==> config.mk <==
export PLATFORM = sky130hd
export DESIGN_NAME = ball_collision_check
export DESIGN_NICKNAME = d
export VERILOG_FILES = /design/src/rtl/ball_pkg.sv /design/src/rtl/ball_collision_check.sv
export SDC_FILE = /design/constraint.sdc
export NUM_CORES = 1
export LEC_CHECK = 0
export CORE_ASPECT_RATIO = 1.25
export CORE_MARGIN = 2
export CORE_UTILIZATION = 25
export CTS_BUF_LIST = sky130_fd_sc_hd__clkbuf_8
export CTS_CLUSTER_SIZE = 8
export DETAILED_ROUTE_END_ITERATION = 8
export SYNTH_ARGS = -nofsm -noshare
export SYNTH_HDL_FRONTEND = slang
export SYNTH_SLANG_ARGS = --single-unit
==> constraint.sdc <==
create_clock -name clk -period 2.1 [get_ports clk]
set_input_delay 0.525 -clock clk [delete_from_list [all_inputs] [get_ports clk]]
set_output_delay 0.525 -clock clk [all_outputs]
set_load 0.01 [all_outputs]
==> src/rtl/ball_pkg.sv <==
// ball_pkg: cell codes, FSM states and default map geometry for the ball collision checker.
package ball_pkg;
    localparam logic [1:0] CELL_OPEN0 = 2'd0;
    localparam logic [1:0] CELL_OPEN1 = 2'd1;
    localparam logic [1:0] CELL_WALL  = 2'd2;
    localparam logic [1:0] CELL_GOAL  = 2'd3;
    localparam int unsigned DEFAULT_MAP_W = 16;
    localparam int unsigned DEFAULT_MAP_H = 16;
    typedef enum logic [1:0] {IDLE, READ, WAIT} state_t;
endpackage

==> src/rtl/ball_collision_check.sv <==
// ball_collision_check: commits a proposed ball move unless the target map cell is a wall; flags the goal.
module ball_collision_check
    import ball_pkg::*;
#(
    parameter int unsigned MAP_W          = DEFAULT_MAP_W,
    parameter int unsigned MAP_H          = DEFAULT_MAP_H,
    parameter int unsigned COORD_WIDTH    = 8,
    parameter int unsigned MAP_ADDR_WIDTH = 8,
    parameter int unsigned ROM_LATENCY    = 1,
    parameter int unsigned START_X        = 0,
    parameter int unsigned START_Y        = 0
) (
    input  logic                      clk,
    input  logic                      reset,
    input  logic                      req_valid,
    output logic                      req_ready,
    input  logic [COORD_WIDTH-1:0]    req_x,
    input  logic [COORD_WIDTH-1:0]    req_y,
    output logic                      map_rd,
    output logic [MAP_ADDR_WIDTH-1:0] map_addr,
    input  logic [1:0]                map_data,
    output logic [COORD_WIDTH-1:0]    x_out,
    output logic [COORD_WIDTH-1:0]    y_out,
    output logic                      move_ok,
    output logic                      move_blocked,
    output logic                      goal_reached
);
    state_t                    state_q, state_d;
    logic [1:0]                cnt_q, cnt_d;
    logic [COORD_WIDTH-1:0]    x_q, x_d, y_q, y_d, cx_q, cx_d, cy_q, cy_d;
    logic                      map_rd_q, map_rd_d;
    logic [MAP_ADDR_WIDTH-1:0] map_addr_q, map_addr_d;
    logic                      ok_q, ok_d, blocked_q, blocked_d, goal_q, goal_d;
    logic                      accept, same_pos, in_range;
    logic [31:0]               addr_full;

    assign req_ready    = state_q == IDLE && !goal_q;
    assign map_rd       = map_rd_q;
    assign map_addr     = map_addr_q;
    assign x_out        = x_q;
    assign y_out        = y_q;
    assign move_ok      = ok_q;
    assign move_blocked = blocked_q;
    assign goal_reached = goal_q;

    always_comb begin
        accept     = req_valid && req_ready;
        same_pos   = req_x == x_q && req_y == y_q;
        in_range   = 32'(req_x) < MAP_W && 32'(req_y) < MAP_H;
        addr_full  = 32'(req_y) * MAP_W + 32'(req_x);
        state_d    = state_q;
        cnt_d      = cnt_q;
        x_d        = x_q;
        y_d        = y_q;
        cx_d       = cx_q;
        cy_d       = cy_q;
        map_rd_d   = 1'b0;
        map_addr_d = map_addr_q;
        ok_d       = 1'b0;
        blocked_d  = 1'b0;
        goal_d     = goal_q;
        case (state_q)
            IDLE: if (accept && !same_pos) begin
                if (!in_range) blocked_d = 1'b1;
                else begin
                    state_d    = READ;
                    cx_d       = req_x;
                    cy_d       = req_y;
                    map_rd_d   = 1'b1;
                    map_addr_d = MAP_ADDR_WIDTH'(addr_full);
                end
            end
            READ: begin
                state_d = WAIT;
                cnt_d   = 2'(ROM_LATENCY - 1);
            end
            WAIT: if (cnt_q == 2'd0) begin
                state_d = IDLE;
                if (map_data == CELL_WALL) blocked_d = 1'b1;
                else begin
                    x_d    = cx_q;
                    y_d    = cy_q;
                    ok_d   = 1'b1;
                    goal_d = goal_q || map_data == CELL_GOAL;
                end
            end else cnt_d = cnt_q - 2'd1;
            default: state_d = IDLE;
        endcase
    end

    always_ff @(posedge clk) begin
        if (reset) begin
            state_q    <= IDLE;
            cnt_q      <= 2'd0;
            x_q        <= COORD_WIDTH'(START_X);
            y_q        <= COORD_WIDTH'(START_Y);
            cx_q       <= '0;
            cy_q       <= '0;
            map_rd_q   <= 1'b0;
            map_addr_q <= '0;
            ok_q       <= 1'b0;
            blocked_q  <= 1'b0;
            goal_q     <= 1'b0;
        end else begin
            state_q    <= state_d;
            cnt_q      <= cnt_d;
            x_q        <= x_d;
            y_q        <= y_d;
            cx_q       <= cx_d;
            cy_q       <= cy_d;
            map_rd_q   <= map_rd_d;
            map_addr_q <= map_addr_d;
            ok_q       <= ok_d;
            blocked_q  <= blocked_d;
            goal_q     <= goal_d;
        end
    end
endmodule

==> run summary <==
most frequent cells in the layout: 44 x dfxtp_1, 40 x clkdlybuf4s50_1, 35 x nand2_1, 22 x a21oi_1, 21 x buf_4
Max-cap violations: 0
Setup TNS: 0 ns
deepest clock path buffer count: 2
vias per cell: 4.41
Leak: 1.10 nW
number of flops mapped to enable cells by yosys: 0
initial antenna violation count: 0
R2R setup slack: 0.33 ns
I/O Pins: 50
Slew Viols, Final: 0
Crit path buffers/inverters: 3
WS Path Type: in -> reg
Setup Slack @ Placement: -0.422 ns
Netlist cell types: 31
period utilization: 96.3%
Worst VDD drop: 0.000262 V
share of cells above drive strength 1: 15.4%
#FFs+latches synth: 44
dpl cells: 368
total routed wirelength: 4820 um
DRT iter0 DRCs: 79
ant diodes: 0
CP startpoint kind: input port
final setup fails: 0
Critical Path AT: 2.21 ns
later-pin clock latency in the skew report: 0.30 ns
final hold vios: 0
Design Power: 1.53 mW
DR vias: 1677
routability cong.: 0.738
worst slew pin tran: 0.316 ns
GRT Util Overall: 11.6%
IO Port Bufs: 49
nets@finish: 310
Hold Path Class: reg -> reg
CP max stage cell: nor4_2
Die W: 83.9 um
gate count after technology mapping: 220
Synth warnings: 0
residual DRC count: 0
fill count: 806
status: finished, final reports clean
cell family with most CP delay: simple AND/OR/NAND/NOR gates
final core occ: 36.9%
Rel. slew slack: 78.8%
post-synthesis area per instance: 9.06 um^2
Async SR Flop Fraction: 0%
Critical Path, Cell by Cell: dlygate4sd2_1 -> buf_4 -> xor2_1 -> nor4_2 -> nand4_1 -> nor3b_4 -> buf_4 -> mux2_4
register clock-pin slew on the reported worst setup and hold paths: 0.08 ns
Layout area overhead: 43.6%
Row Count: 36
commonest non-fill, non-tap cell in the layout: dfxtp_1
Starting Density: 25.7%
RSZ-0062 raised after global routing: no
worst setup path startpoint: req_y[5]
clock root cell: clkbuf_8
CTS Sinks: 44
crit path time final: 2.02 ns
Post-DP HPWL: 3490 um
slack of the critical path: 0.0779 ns
core box area: 0.00775 mm^2
CTS H-Tree Depth: 2
crit path max fanout: 4
launching point of the worst reg2reg path: y_out[1]$_SDFFE_PP0P_
power density cells: 536 mW/mm^2
cell repeated most along the worst path: buf_4
CTS buffer count: 5
sequential area share after synthesis: 44.2%
DR WL/cell: 12.7 um
Overflow after GRT: 0
R2R Path End: map_addr[6]$_SDFFE_PP0P_
fmax: 495 MHz
non-filler instance count after layout: 380
Critical Path End: map_addr[6]$_SDFFE_PP0P_
WP depth: 8
CP Capture Type: flip-flop
area of the mapped netlist: 0.00199 mm^2
vias in the first global route: 1613
DIE HEIGHT: 104 um
worst reg2reg path depth: 6
top_reg_cell synth: dfxtp_1
critical path required time: 2.29 ns
CTS tree: done
global-route wire length before repair: 8000 um
syn nets: 246
die area: 0.00871 mm^2
cts hold-fix bufs: 0
Routed Antenna Nets: 0
largest net degree at the start of global routing: 57
max incr delay on CP: 0.31 ns
Pre-antenna DRT Iters: 4
Clock Skew: 0.00821 ns
Yosys cell counts, types with 2 or more instances:
cell / count / share of area, %
dfxtp_1: 44 / 44
nand2_1: 35 / 6.6
a21oi_1: 22 / 5.5
nand2b_1: 18 / 5.6
xor2_1: 17 / 7.5
mux2i_1: 9 / 4.5
nor2_1: 8 / 1.5
nor3b_1: 8 / 3.0
clkbuf_1: 7 / 1.3
inv_1: 7 / 1.3
nor4_1: 5 / 1.6
buf_4: 4 / 1.5
ha_1: 4 / 2.5
nor2b_1: 4 / 1.3
nor3_1: 4 / 1.0
mux2_4: 3 / 2.3
a2bb2oi_1: 2 / 0.88
buf_1: 2 / 0.38
buf_2: 2 / 0.50
nand4_1: 2 / 0.63
nor4b_1: 2 / 0.88
xnor2_1: 2 / 0.88
state kept, by name, indices dropped and copies added (netlist names):
register	count
cnt_q	2
y_out	8
move_blocked	1
state_q	2
map_rd	1
goal_reached	1
x_out	8
cy_q	8
map_addr	4
cx_q	8
move_ok	1
worst min-delay path, cell delays in order, from the launching register on:
cell     delay [ns]
dfxtp_1        0.31
nand2_1        0.05
a21oi_1        0.05
power breakdown:
group          internal (mW)  switching [mW]
logic                 0.0787          0.0663
clock network          0.263           0.290
registers              0.835        0.000425
worst min-delay path by stage:
stage,from,cells past startpoint,to
after floorplan,cx_q[4]$_SDFFE_PP0P_,2,x_out[4]$_SDFFE_PP0P_
after global placement,cx_q[4]$_SDFFE_PP0P_,2,x_out[4]$_SDFFE_PP0P_
after detailed placement,cx_q[7]$_SDFFE_PP0P_,2,x_out[7]$_SDFFE_PP0P_
after CTS,cx_q[7]$_SDFFE_PP0P_,2,x_out[7]$_SDFFE_PP0P_
after global routing,cx_q[6]$_SDFFE_PP0P_,2,x_out[6]$_SDFFE_PP0P_
final,cx_q[6]$_SDFFE_PP0P_,2,x_out[6]$_SDFFE_PP0P_
timing repair:
action / CTS / global route
resized for setup: 9 / 9
buffers inserted: 4 / 0
pin swaps: 5 / 3
setup endpoints to repair: 20 / 22
final cells by class:
class                   count  area (um^2)  area share (%)
multi-input cells         153         1050            36.6
flip-flops and latches     44          881            30.8
repair buffers             73          694            24.3
well taps                  95          119            4.15
clock buffers               6         82.6            2.89
inverters                   7         26.3           0.918
clock inverters             2         11.3           0.394
kinds of logic after synthesis:
kind of cell	synth area share (%)
XOR/XNOR	8.35
adder cells (fa/ha/maj)	3.52
AO/OA/AOI/OAI	7.16
AND/OR/NAND/NOR	24.4
flip-flops	44.2
multiplexers	6.78
buffers and inverters	5.59
layer usage:
| metal | GRT usage (%) | wire (um) | up-vias |
|---|---|---|---|
| met4 | 4.49 | 83 | 0 |
| met2 | 19.0 | 2330 | 27 |
| met5 | 0 | 0 | - |
| met1 | 14.2 | 2210 | 795 |
| met3 | 3.59 | 190 | 6 |
| li1 | - | - | 849 |
metrics by stage:
step	hold WS (ns)	cell area [um^2]
finish	0.449	2860
global route	0.478	2860
CTS	0.453	2820
global placement	0.434	2690
floorplan	0.427	1990
detailed placement	0.441	2690
(Power assumes the default switching activity.)
